[src/rtl/pipeline_hazard_controller_pkg.sv]
// Shared definitions for the pipeline hazard controller: FSM encoding and
// default sizing of the SRAM wait and the debug performance counters.
package pipeline_hazard_controller_pkg;

   localparam int ADDRESS_LEN          = 32;
   localparam int SRAM_WAIT_CYCLES_DEF = 6;
   localparam int PERF_CNT_LEN_DEF     = 16;
   localparam int WAIT_CNT_LEN         = 4;

   typedef enum logic [1:0] {
      IDLE     = 2'd0,
      MEM_WAIT = 2'd1,
      MEM_DONE = 2'd2
   } mem_state_e;

endpackage

[src/rtl/saturating_counter.sv]
// Up-counter that sticks at all-ones instead of wrapping; used for debug
// performance counters where a wrapped value would be misleading.
module saturating_counter #(
   parameter int WIDTH = 16
) (
   input  logic             clk,
   input  logic             rst,
   input  logic             inc,
   output logic [WIDTH-1:0] count
);

   // count up on inc, hold once every bit is set
   always_ff @(posedge clk) begin
      if (rst)
         count <= '0;
      else if (inc && (count != '1))
         count <= count + WIDTH'(1);
   end

endmodule

[src/rtl/pipeline_hazard_controller.sv]
// Freeze/flush sequencer for the five-stage pipeline. A MEM-stage access
// freezes every stage for SRAM_WAIT_CYCLES cycles, a taken branch flushes
// IF/ID and ID/EXE, and a load-use hazard holds the front end while a bubble
// enters ID/EXE. Memory stalls win over branches, branches over hazards.
module pipeline_hazard_controller
   import pipeline_hazard_controller_pkg::*;
#(
   parameter int SRAM_WAIT_CYCLES = SRAM_WAIT_CYCLES_DEF,
   parameter int PERF_CNT_LEN     = PERF_CNT_LEN_DEF
) (
   input  logic                    clk,
   input  logic                    rst,
   input  logic                    hazard_in,
   input  logic                    branch_taken_in,
   input  logic                    mem_r_en_in,
   input  logic                    mem_w_en_in,
   output logic                    pc_freeze,
   output logic                    if_reg_freeze,
   output logic                    if_reg_flush,
   output logic                    id_reg_freeze,
   output logic                    id_reg_flush,
   output logic                    exe_reg_freeze,
   output logic                    mem_reg_freeze,
   output logic                    sram_start,
   output logic                    mem_ready,
   output logic [PERF_CNT_LEN-1:0] stall_count,
   output logic [PERF_CNT_LEN-1:0] flush_count
);

   // Stalled cycles still to come after the request cycle itself.
   localparam logic [WAIT_CNT_LEN-1:0] WAIT_LOAD = WAIT_CNT_LEN'(SRAM_WAIT_CYCLES - 1);

   mem_state_e              state, state_nxt;
   logic [WAIT_CNT_LEN-1:0] wait_cnt, wait_cnt_nxt;
   logic                    mem_req;
   logic                    mem_stall;
   logic                    start_raw;
   logic                    ready_raw;

   assign mem_req = mem_r_en_in | mem_w_en_in;

   // state and wait counter registers
   always_ff @(posedge clk) begin
      if (rst) begin
         state    <= IDLE;
         wait_cnt <= '0;
      end else begin
         state    <= state_nxt;
         wait_cnt <= wait_cnt_nxt;
      end
   end

   // Next state, stall and strobes. wait_cnt counts the stalled cycles left
   // after the current one, so MEM_WAIT leaves when it is on its last (cnt==1)
   // and a one-cycle access skips MEM_WAIT entirely.
   always_comb begin
      state_nxt    = state;
      wait_cnt_nxt = wait_cnt;
      mem_stall    = 1'b0;
      start_raw    = 1'b0;
      ready_raw    = 1'b0;
      case (state)
         IDLE: begin
            if (mem_req) begin
               start_raw    = 1'b1;
               mem_stall    = 1'b1;
               wait_cnt_nxt = WAIT_LOAD;
               state_nxt    = (WAIT_LOAD == '0) ? MEM_DONE : MEM_WAIT;
            end
         end
         MEM_WAIT: begin
            mem_stall    = 1'b1;
            wait_cnt_nxt = wait_cnt - WAIT_CNT_LEN'(1);
            if (wait_cnt <= WAIT_CNT_LEN'(1))
               state_nxt = MEM_DONE;
         end
         MEM_DONE: begin
            ready_raw = 1'b1;
            state_nxt = IDLE;
         end
         default: state_nxt = IDLE;
      endcase
   end

   // prioritised freeze/flush decode, forced quiet while in reset
   always_comb begin
      pc_freeze      = 1'b0;
      if_reg_freeze  = 1'b0;
      if_reg_flush   = 1'b0;
      id_reg_freeze  = 1'b0;
      id_reg_flush   = 1'b0;
      exe_reg_freeze = 1'b0;
      mem_reg_freeze = 1'b0;
      sram_start     = 1'b0;
      mem_ready      = 1'b0;
      if (!rst) begin
         sram_start = start_raw;
         mem_ready  = ready_raw;
         if (mem_stall) begin
            pc_freeze      = 1'b1;
            if_reg_freeze  = 1'b1;
            id_reg_freeze  = 1'b1;
            exe_reg_freeze = 1'b1;
            mem_reg_freeze = 1'b1;
         end else if (branch_taken_in) begin
            // branch discards the hazarding instruction, so it outranks hazard
            if_reg_flush = 1'b1;
            id_reg_flush = 1'b1;
         end else if (hazard_in) begin
            pc_freeze     = 1'b1;
            if_reg_freeze = 1'b1;
            id_reg_flush  = 1'b1;
         end
      end
   end

   saturating_counter #(.WIDTH(PERF_CNT_LEN)) u_stall_cnt (
      .clk   (clk),
      .rst   (rst),
      .inc   (pc_freeze),
      .count (stall_count)
   );

   saturating_counter #(.WIDTH(PERF_CNT_LEN)) u_flush_cnt (
      .clk   (clk),
      .rst   (rst),
      .inc   (if_reg_flush),
      .count (flush_count)
   );

endmodule

[config.mk]
export PLATFORM = sky130hd
export DESIGN_NAME = pipeline_hazard_controller
export DESIGN_NICKNAME = d
export VERILOG_FILES = /design/src/rtl/pipeline_hazard_controller_pkg.sv /design/src/rtl/saturating_counter.sv /design/src/rtl/pipeline_hazard_controller.sv
export SDC_FILE = /design/constraint.sdc
export NUM_CORES = 1
export LEC_CHECK = 0
export ABC_AREA = 1
export BUFFER_PORTS_ARGS = -buffer_cell sky130_fd_sc_hd__buf_2
export CELL_PAD_IN_SITES_DETAIL_PLACEMENT = 1
export CELL_PAD_IN_SITES_GLOBAL_PLACEMENT = 1
export CORE_MARGIN = 5
export CORE_UTILIZATION = 30
export CTS_BUF_LIST = sky130_fd_sc_hd__clkbuf_8 sky130_fd_sc_hd__clkbuf_16
export DETAILED_ROUTE_END_ITERATION = 8
export PLACE_DENSITY = 0.65
export RECOVER_POWER = 50
export SLEW_MARGIN = 20
export SYNTH_ARGS = -nofsm -noshare
export SYNTH_HDL_FRONTEND = slang
export SYNTH_SLANG_ARGS = --single-unit
[constraint.sdc]
create_clock -name clk -period 1.8 [get_ports clk]
set_input_delay 0.18 -clock clk [delete_from_list [all_inputs] [get_ports clk]]
set_output_delay 0.18 -clock clk [all_outputs]
set_load 0.02 [all_outputs]
; Yosys cells after proc, flatten, opt, wreduce, memory -nomap -nowiden
; Index checks and enable logic that the tools add are counted.
[totals]
out_inout_bits = 41
reg_bits = 38
wordCells = 44
in_bits = 6
[op_classes]
n_addsub = 3
n_lt_le_gt_ge = 1
bitwise_logic = 1
eq_ne = 6
mux = 23
n_reduce_logical = 6
[op_table]
columns = cell, n
row1 = adder 16 x 1 -> 16 bit (second input constant), 2
row2 = inequality test 16 bit (second input constant), 2
row3 = two-way mux 1 bit, 17
row4 = case mux 4 bit (2 select lines), 1
row5 = less-or-equal comparator 4 x 1 -> 1 bit (second input constant), 1
row6 = two-way mux 2 bit, 2
row7 = two-way mux 4 bit, 1
row8 = inequality test 2 bit (second input constant), 2
row9 = case mux 2 bit (2 select lines), 1
row10 = AND reduction 2 bit, 2
row11 = subtractor 4 x 1 -> 4 bit (second input constant), 1
row12 = equality test 2 x 1 -> 1 bit (second input constant), 1
row13 = equality test 2 bit (second input constant), 1
row14 = logical AND 1 bit, 2
row15 = zero test 2 bit, 1
row16 = case mux 1 bit (2 select lines), 1
row17 = nonzero test 2 bit, 1
row18 = OR 1 bit, 1

; Longest topological paths before layout
; Gate-level depths: netlist of the first run.
[depth]
ltp_word = 6
depth_mapped = 10
depth_no_buf = 9

; Modules after synthesis
; From an unflattened synthesis of the first run, not the netlist that was laid out.
[unflattened]
hier_cells = 359
area_unflattened_um2 = 2259.7
[modules_own_cells]
columns = mod, cells_each, area_each_um2, n_inst, seq_area_each_um2
row1 = saturating_counter, 149, 929.6, 2, 320.3
row2 = pipeline_hazard_controller, 61, 400.4, 1, 120.1

; Worst setup path before layout of the first run
; Ideal clock, no wire load.
[synth_path]
kind = flip-flop to flip-flop
from = reg u_stall_cnt.count[0]
to = reg u_stall_cnt.count[2]
t_arrival_ps = 1516
setup_time_ps = 115
path_buffers = 1
slack_ps = 169
synth_period_minus_slack_ps = 1631
stages_incl_launch_ff = 10
t_required_ps = 1685
path_cell_list = dfxtp_1 > ha_1 > nand3_1 > inv_2 > nand2_4 > nor2_8 > nor2_4 > buf_6 > a21oi_1 > nor2_1
[synth_via]
elab_chain_cells = 2
elab_cells_between_ends = 3
classes_between = 1 x add/sub / 1 x eq/ne / 1 x reduce/logical
[synth_rtl]
columns = element, line
row1 = from (decl), saturating_counter.sv:9  ; output logic [WIDTH-1:0] count
row2 = from (signal assigned), saturating_counter.sv:17  ; count <= count + WIDTH'(1);
row3 = "parallel branches: the longest is 2 deep, another holds adder 16 x 1 -> 16 bit", --
; Parallel ways; which one is timed is not known.
; A chain may end at the register's enable or synchronous reset.

; Final worst setup path of the first run
[layout_path]
from = reg state[0]
to = out if_reg_freeze
[layout_via]
elab_chain_cells = 4
elab_cells_between_ends = 5
classes_between = 1 x eq/ne / 3 x mux / 1 x reduce/logical
[layout_rtl]
columns = element, line
row1 = from (decl), pipeline_hazard_controller.sv:33  ; mem_state_e state, state_nxt;
row2 = from (signal assigned), pipeline_hazard_controller.sv:48  ; state <= state_nxt;
row3 = equality test 2 x 1 -> 1 bit or zero test 2 bit (tied branches), pipeline_hazard_controller.sv:62  ; case (state)
row4 = case mux 1 bit (2 select lines) (*), pipeline_hazard_controller.sv:62
row5 = two-way mux 1 bit (*), pipeline_hazard_controller.sv:99  ; if (mem_stall) begin
row6 = two-way mux 1 bit (*), pipeline_hazard_controller.sv:96  ; if (!rst) begin
row7 = to (decl), pipeline_hazard_controller.sv:18  ; output logic if_reg_freeze,
; Mark *: on every way between the ends. The rest lies on a longest branch, timed or not.

==> results of run 1 <==
-- flip-flops by register name, summed over array words and instances (netlist names) --
register           count
u_stall_cnt.count     16
u_flush_cnt.count     16
wait_cnt               4
state                  2
-- cell families (layout without fill, tap and decap cells) --
family / count (synthesis) / in the layout
compound gates: 47 / 47
xor+xnor: 7 / 7
fa+ha+maj: 4 / 4
buf+inv: 32 / 84
flops: 38 / 38
simple gates: 197 / 198
-- per-stage QoR --
| stage | instance area [sq um] | hold WS, ns |
|---|---|---|
| final | 2610 | 0.278 |
| after global routing | 2610 | 0.317 |
| after CTS | 2570 | 0.264 |
| after detailed placement | 2480 | 0.506 |
| after global placement | 2480 | 0.488 |
| after floorplan | 2140 | 0.424 |
-- cell type report --
type,count,area (sq um)
fill,926,4260
inverter,22,82.6
tap,96,120
sequential,38,762
clock buffer,6,82.6
multi-input combinational,256,1260
timing repair buffer,54,284
clock inverter,2,12.5
-- power by group through the flow --
stage / registers [mW] / logic (mW) / clock network (mW)
after floorplan: 0.911 / 0.181 / 0
after global placement: 0.904 / 0.243 / 0
after detailed placement: 0.905 / 0.247 / 0
after CTS: 0.885 / 0.248 / 0.669
after global routing: 0.892 / 0.283 / 0.703
final: 0.886 / 0.252 / 0.641
-- timing repair --
item | in CTS | in global routing
pin swaps | 1 | 2
resized for setup | 0 | 8
setup buffers | 0 | 1
hold buffers | 0 | 0
endpoints found under the setup margin | 1 | 34
cloned | 0 | 1
hold endpoints to repair | 0 | 0
-- worst max path at each step --
stage / startpoint / end / slack (ns) / cells past startpoint
final: state[0] / if_reg_freeze / 0.13 / 8
after detailed placement: u_stall_cnt.count[0] / u_stall_cnt.count[7] / 0.02 / 9
after CTS: u_stall_cnt.count[0] / u_stall_cnt.count[10] / 0.02 / 9
after global routing: u_flush_cnt.count[0] / u_flush_cnt.count[1] / -0.02 / 8
after global placement: u_flush_cnt.count[0] / u_flush_cnt.count[1] / 0.08 / 8
after floorplan: u_stall_cnt.count[0] / u_stall_cnt.count[2] / 0.17 / 9
-- placed cells by master, fill, tap and decap left out, types with 4 or more instances in the layout --
cell and count:
sky130_fd_sc_hd__nor2_1 58, sky130_fd_sc_hd__dfxtp_1 37, sky130_fd_sc_hd__buf_2 41, sky130_fd_sc_hd__nand4_1 9
sky130_fd_sc_hd__xor2_1 4, sky130_fd_sc_hd__a21oi_1 29, sky130_fd_sc_hd__nand2_1 80, sky130_fd_sc_hd__clkbuf_8 6
sky130_fd_sc_hd__nor2_2 4, sky130_fd_sc_hd__o21ai_0 12, sky130_fd_sc_hd__buf_4 8, sky130_fd_sc_hd__nand3_1 29
sky130_fd_sc_hd__clkbuf_1 5, sky130_fd_sc_hd__inv_1 20
-- routing by layer --
metal	up-vias	part of all wire
li1	1166	-
met1	1033	0.52
met2	33	0.44
met3	8	0.027
met4	0	0.012
met5	-	0
-- critical path, stage by stage (launching register included) --
cell	delay [ns]
sky130_fd_sc_hd__dfxtp_2	0.33
sky130_fd_sc_hd__inv_1	0.09
sky130_fd_sc_hd__nand2_2	0.09
sky130_fd_sc_hd__nand2_4	0.10
sky130_fd_sc_hd__nand2_1	0.11
sky130_fd_sc_hd__nand2_4	0.11
sky130_fd_sc_hd__buf_4	0.16
sky130_fd_sc_hd__inv_1	0.05
sky130_fd_sc_hd__buf_2	0.15
==> flow_summary.json, run 1 <==
{
  "place.detailed.instances": 464,
  "cell_internal_power_mw": 1.26,
  "synth_compound_area_frac": 0.113,
  "design.die.area_sq_mm": 0.00893,
  "hold-path-cell-count": 4,
  "ys_async_sr_fraction": 0,
  "count_of_mapped_cells_out_of_synthesis": 325,
  "rr_endpoint": "u_flush_cnt.count[9]",
  "p_leak_nw": 1.11,
  "crit_arrival_ns": 1.49,
  "clock_latency_ns": 0.30,
  "proportion_of_layout_cells_with_a_drive_suffix_above_1": 0.204,
  "mappedNetlistNets": 335,
  "cts.reportedPaths.clkPinSlew_ns": 0.08,
  "min-delay-start": "rst",
  "grt_start_max_net_pins": 25,
  "synth-xor-area-share": 0.0286,
  "cts_num_sinks": 38,
  "std_cell_rows": 30,
  "grt_pass1_wl_mm": 10.1,
  "synth-simple-area-share": 0.409,
  "grt_overflow_total": 0,
  "post_synth_fa_ha_maj_area_fraction": 0.0234,
  "cts_tree": "done",
  "grtUsageMet2": 0.219,
  "remaining_drc_errors": 0,
  "number_of_pins_with_negative_max_slew_slack_in_the_final_report": 0,
  "number_of_antenna_violations_at_the_first_check_in_global_routing": 0,
  "groute.layer.met3.usage": 0.0255,
  "synth_largest_type_area_fraction": 0.355,
  "detail_route.vias_per_cell": 4.73,
  "share_comb_of_total_power": 0.142,
  "synth_area_leaders": "sky130_fd_sc_hd__dfxtp_1 (35%), sky130_fd_sc_hd__nand2_1 (14%), sky130_fd_sc_hd__nor2_1 (10%)",
  "grt.busiest_layer": "met2",
  "setup_crit_start_kind": "flip-flop",
  "totalWireLength_mm": 6.23,
  "flow.area_growth_from_synthesis_pct": 21.7,
  "globalRouteTotalUtil": 0.141,
  "root_buffer_cell": "sky130_fd_sc_hd__clkbuf_8",
  "power.share.clock": 0.360,
  "utilization": 0.380,
  "netSwitchingFraction": 0.294,
  "timing_worst_setup_path_type": "flip-flop to primary output",
  "cap_violations": 0,
  "synth.mux.area_fraction": 0,
  "drt_iter0_drc": 81,
  "post_drt_wl_per_cell_um": 13.1,
  "num_vias": 2240,
  "fin_crit_sh": 0.931,
  "layout.cells.non_filler": 474,
  "main_combinational_cell_family_by_area_after_synthesis": "simple AND/OR/NAND/NOR gates",
  "measured_slew_at_the_worst_slew_check_pin_ns": 0.334,
  "timing.rr.start": "u_flush_cnt.count[0]",
  "place.detailed.hpwl_mm": 4.67,
  "synth_seq_area_share": 0.355,
  "starting_density_of_the_core": 0.312,
  "synth_seq_cells": 38,
  "yosysTopAreaCell": "sky130_fd_sc_hd__dfxtp_1",
  "timing.critical_path.fanout_max": 9,
  "min_delay_endpoint": "u_flush_cnt.count[11]",
  "post_synth_instance_area_sq_mm": 0.00214,
  "worst_ir_drop_vdd_uv": 211,
  "netSwitchingPower_mw": 0.523,
  "gpl.final_weighted_congestion": 0.761,
  "cts_max_level": 2,
  "crit_path_end_kind": "primary output",
  "synthesis.yosys.warnings": 0,
  "worst-r2r-setup-slack_ns": 0.16,
  "period_minus_slack_ns": 1.67,
  "reg2reg_depth": 8,
  "placeableCoreArea_sq_mm": 0.00687,
  "tns_ns": 0,
  "outcome": "complete, no violations",
  "tritoncts.num_buffers": 5,
  "final-setup-viol-count": 0,
  "die_height_um": 94.5,
  "synth_enable_flop_cells": 0,
  "power.density_mw_per_mm2": 682,
  "mean_cell_area_of_the_mapped_netlist_sq_um": 6.59,
  "min_path_type": "primary input to flip-flop",
  "clock_skew_ns": 0.0122,
  "chipWidth_um": 94.5,
  "post_synth_most_frequent_cells": "sky130_fd_sc_hd__nand2_1 (81), sky130_fd_sc_hd__nor2_1 (59), sky130_fd_sc_hd__dfxtp_1 (38)",
  "groute.layer.met1.usage": 0.199,
  "seq_power_share": 0.498,
  "max-clock-path-buffers": 2,
  "slew_headroom": 0.777,
  "place.port_buffers": 46,
  "hold_violation_total_from_the_final_report": 0,
  "nNetsFinal": 387,
  "dominantRegCellSynth": "sky130_fd_sc_hd__dfxtp_1",
  "via_count_of_the_first_global_routing_pass": 2111,
  "pre_repair_dr_iteration_count": 4,
  "antenna_violating_nets_post_route": 0,
  "minimum_setup_slack_in_the_final_design_ns": 0.125,
  "synth_cell_type_count": 29,
  "maxClockFrequency_mhz": 597,
  "worst_ep_required_time_ns": 1.62,
  "synth_most_common_cell": "sky130_fd_sc_hd__nand2_1",
  "p_total_mw": 1.78,
  "pre_cts_ws_ns": 0.0231,
  "num_antenna_cells": 0,
  "ioPinCount": 47
}
(Power assumes the default switching activity.)
==> run 2: changes to the inputs <==
- CORE_MARGIN: 5 -> not set
- PLACE_DENSITY: 0.65 -> 0.67
- clock period: 1.8 -> 1.5 ns (I/O delays scaled with it)
==> flow_summary.json, run 2 (synthesis gave the netlist of run 1 again) <==
{
  "netSwitchingPower_mw": 0.663,
  "proportion_of_layout_cells_with_a_drive_suffix_above_1": 0.375,
  "max-clock-path-buffers": 2,
  "num_antenna_cells": 0,
  "num_vias": 2458,
  "cts_max_level": 2,
  "post_drt_wl_per_cell_um": 14.4,
  "cts.reportedPaths.clkPinSlew_ns": 0.08,
  "tritoncts.num_buffers": 5,
  "slew_headroom": 0.740,
  "p_total_mw": 2.25,
  "place.port_buffers": 46,
  "hold_violation_total_from_the_final_report": 0,
  "timing_worst_setup_path_type": "flip-flop to flip-flop",
  "cell_internal_power_mw": 1.59,
  "gpl.final_weighted_congestion": 0.787,
  "drt_iter0_drc": 53,
  "place.detailed.instances": 487,
  "nNetsFinal": 420,
  "clock_skew_ns": 0.00555,
  "design.die.area_sq_mm": 0.00749,
  "number_of_antenna_violations_at_the_first_check_in_global_routing": 0,
  "netSwitchingFraction": 0.295,
  "placeableCoreArea_sq_mm": 0.00683,
  "measured_slew_at_the_worst_slew_check_pin_ns": 0.386,
  "layout.cells.non_filler": 507,
  "chipWidth_um": 86.5,
  "power.share.clock": 0.335,
  "std_cell_rows": 30,
  "min_path_type": "primary input to flip-flop",
  "power.density_mw_per_mm2": 727,
  "seq_power_share": 0.473,
  "p_leak_nw": 1.36,
  "layout_top_registers": "u_flush_cnt.count (16), u_stall_cnt.count (16), wait_cnt (4)",
  "remaining_drc_errors": 0,
  "worst_ep_required_time_ns": 1.69,
  "worst_ir_drop_vdd_uv": 268,
  "cts_num_sinks": 38,
  "place.detailed.hpwl_mm": 4.99,
  "maxClockFrequency_mhz": 682,
  "utilization": 0.454,
  "flow.area_growth_from_synthesis_pct": 44.6,
  "timing.critical_path.fanout_max": 5,
  "layout.cells.most_common": "sky130_fd_sc_hd__nand2_1",
  "antenna_violating_nets_post_route": 0,
  "pre_repair_dr_iteration_count": 4,
  "die_height_um": 86.5,
  "final-setup-viol-count": 0,
  "starting_density_of_the_core": 0.314,
  "grt_start_max_net_pins": 25,
  "cap_violations": 0,
  "cts_tree": "done",
  "fin_crit_sh": 0.977,
  "hold-worst-slack_ns": 0.302,
  "globalRouteTotalUtil": 0.190,
  "share_comb_of_total_power": 0.192,
  "grt_pass1_wl_mm": 11.1,
  "setup_crit_start_kind": "flip-flop",
  "crit_arrival_ns": 1.66,
  "crit_path_end_kind": "flip-flop",
  "clock_latency_ns": 0.29,
  "detail_route.vias_per_cell": 4.85,
  "number_of_pins_with_negative_max_slew_slack_in_the_final_report": 0,
  "grt_overflow_total": 0,
  "outcome": "complete, no violations",
  "totalWireLength_mm": 7.32,
  "final_cell_mix": "sky130_fd_sc_hd__nand2_1 (77), sky130_fd_sc_hd__nor2_1 (49), sky130_fd_sc_hd__buf_2 (41)",
  "ioPinCount": 47,
  "period_minus_slack_ns": 1.47,
  "root_buffer_cell": "sky130_fd_sc_hd__clkbuf_8",
  "via_count_of_the_first_global_routing_pass": 2352,
  "grt_setup_unrepaired": "yes"
}
[run 2: path summary, 6_finish.rpt]
check	cells after the start	end	from	slack (ns)
worst max-delay path	7	u_flush_cnt.count[8]	u_flush_cnt.count[1]	0.03
worst min-delay path	3	u_stall_cnt.count[3]	rst	0.30
worst max register to register	7	u_flush_cnt.count[8]	u_flush_cnt.count[1]	0.03
worst min register to register	2	wait_cnt[2]	wait_cnt[2]	0.51
[run 2: timing repair]
action / in CTS / in global routing
gates cloned: 0 / 4
buffers inserted: 3 / 5
endpoints found under the setup margin: 19 / 36
pin swaps: 1 / 17
resized for setup: 9 / 52
hold buffers: 0 / 0
[run 2: per-layer routing]
metal | up-vias | track usage | part of all wire
met5 | - | 0 | 0
met4 | 0 | 0.0500 | 0.011
met3 | 9 | 0.0324 | 0.024
met2 | 35 | 0.330 | 0.51
met1 | 1176 | 0.243 | 0.46
li1 | 1238 | - | -
[run 2: per-stage QoR]
step / setup slack (ns) / instance area, sq um / setup TNS, ns
after floorplan: 0.00158 / 2160 / 0
after global placement: 0.0384 / 2680 / 0
after detailed placement: -0.0307 / 2680 / -0.0307
after CTS: 0.00842 / 2820 / 0
after global routing: -0.0442 / 3100 / -0.354
final: 0.0343 / 3100 / 0
[run 2: layout make-up]
cell class | instances | area (sq um)
tap | 96 | 120
sequential | 38 | 781
multi-input combinational | 255 | 1400
clock inverter | 2 | 8.76
inverter | 22 | 82.6
timing repair buffer | 88 | 628
fill | 899 | 3730
clock buffer | 6 | 82.6
[run 2: critical path, stage by stage, from the launching register on]
cell and delay (ns):
sky130_fd_sc_hd__dfxtp_2 0.36, sky130_fd_sc_hd__ha_4 0.16, sky130_fd_sc_hd__nand3_4 0.08, sky130_fd_sc_hd__nor2_4 0.13
sky130_fd_sc_hd__nand4_1 0.23, sky130_fd_sc_hd__buf_6 0.22, sky130_fd_sc_hd__a21oi_1 0.14, sky130_fd_sc_hd__nor2_1 0.05
[run 2: power by group through the flow]
| stage | registers, mW | clock network (mW) | logic [mW] |
|---|---|---|---|
| after detailed placement | 1.09 | 0 | 0.327 |
| final | 1.07 | 0.754 | 0.433 |
| after CTS | 1.07 | 0.782 | 0.341 |
| after global routing | 1.07 | 0.822 | 0.473 |
| after floorplan | 1.10 | 0 | 0.218 |
| after global placement | 1.08 | 0 | 0.318 |
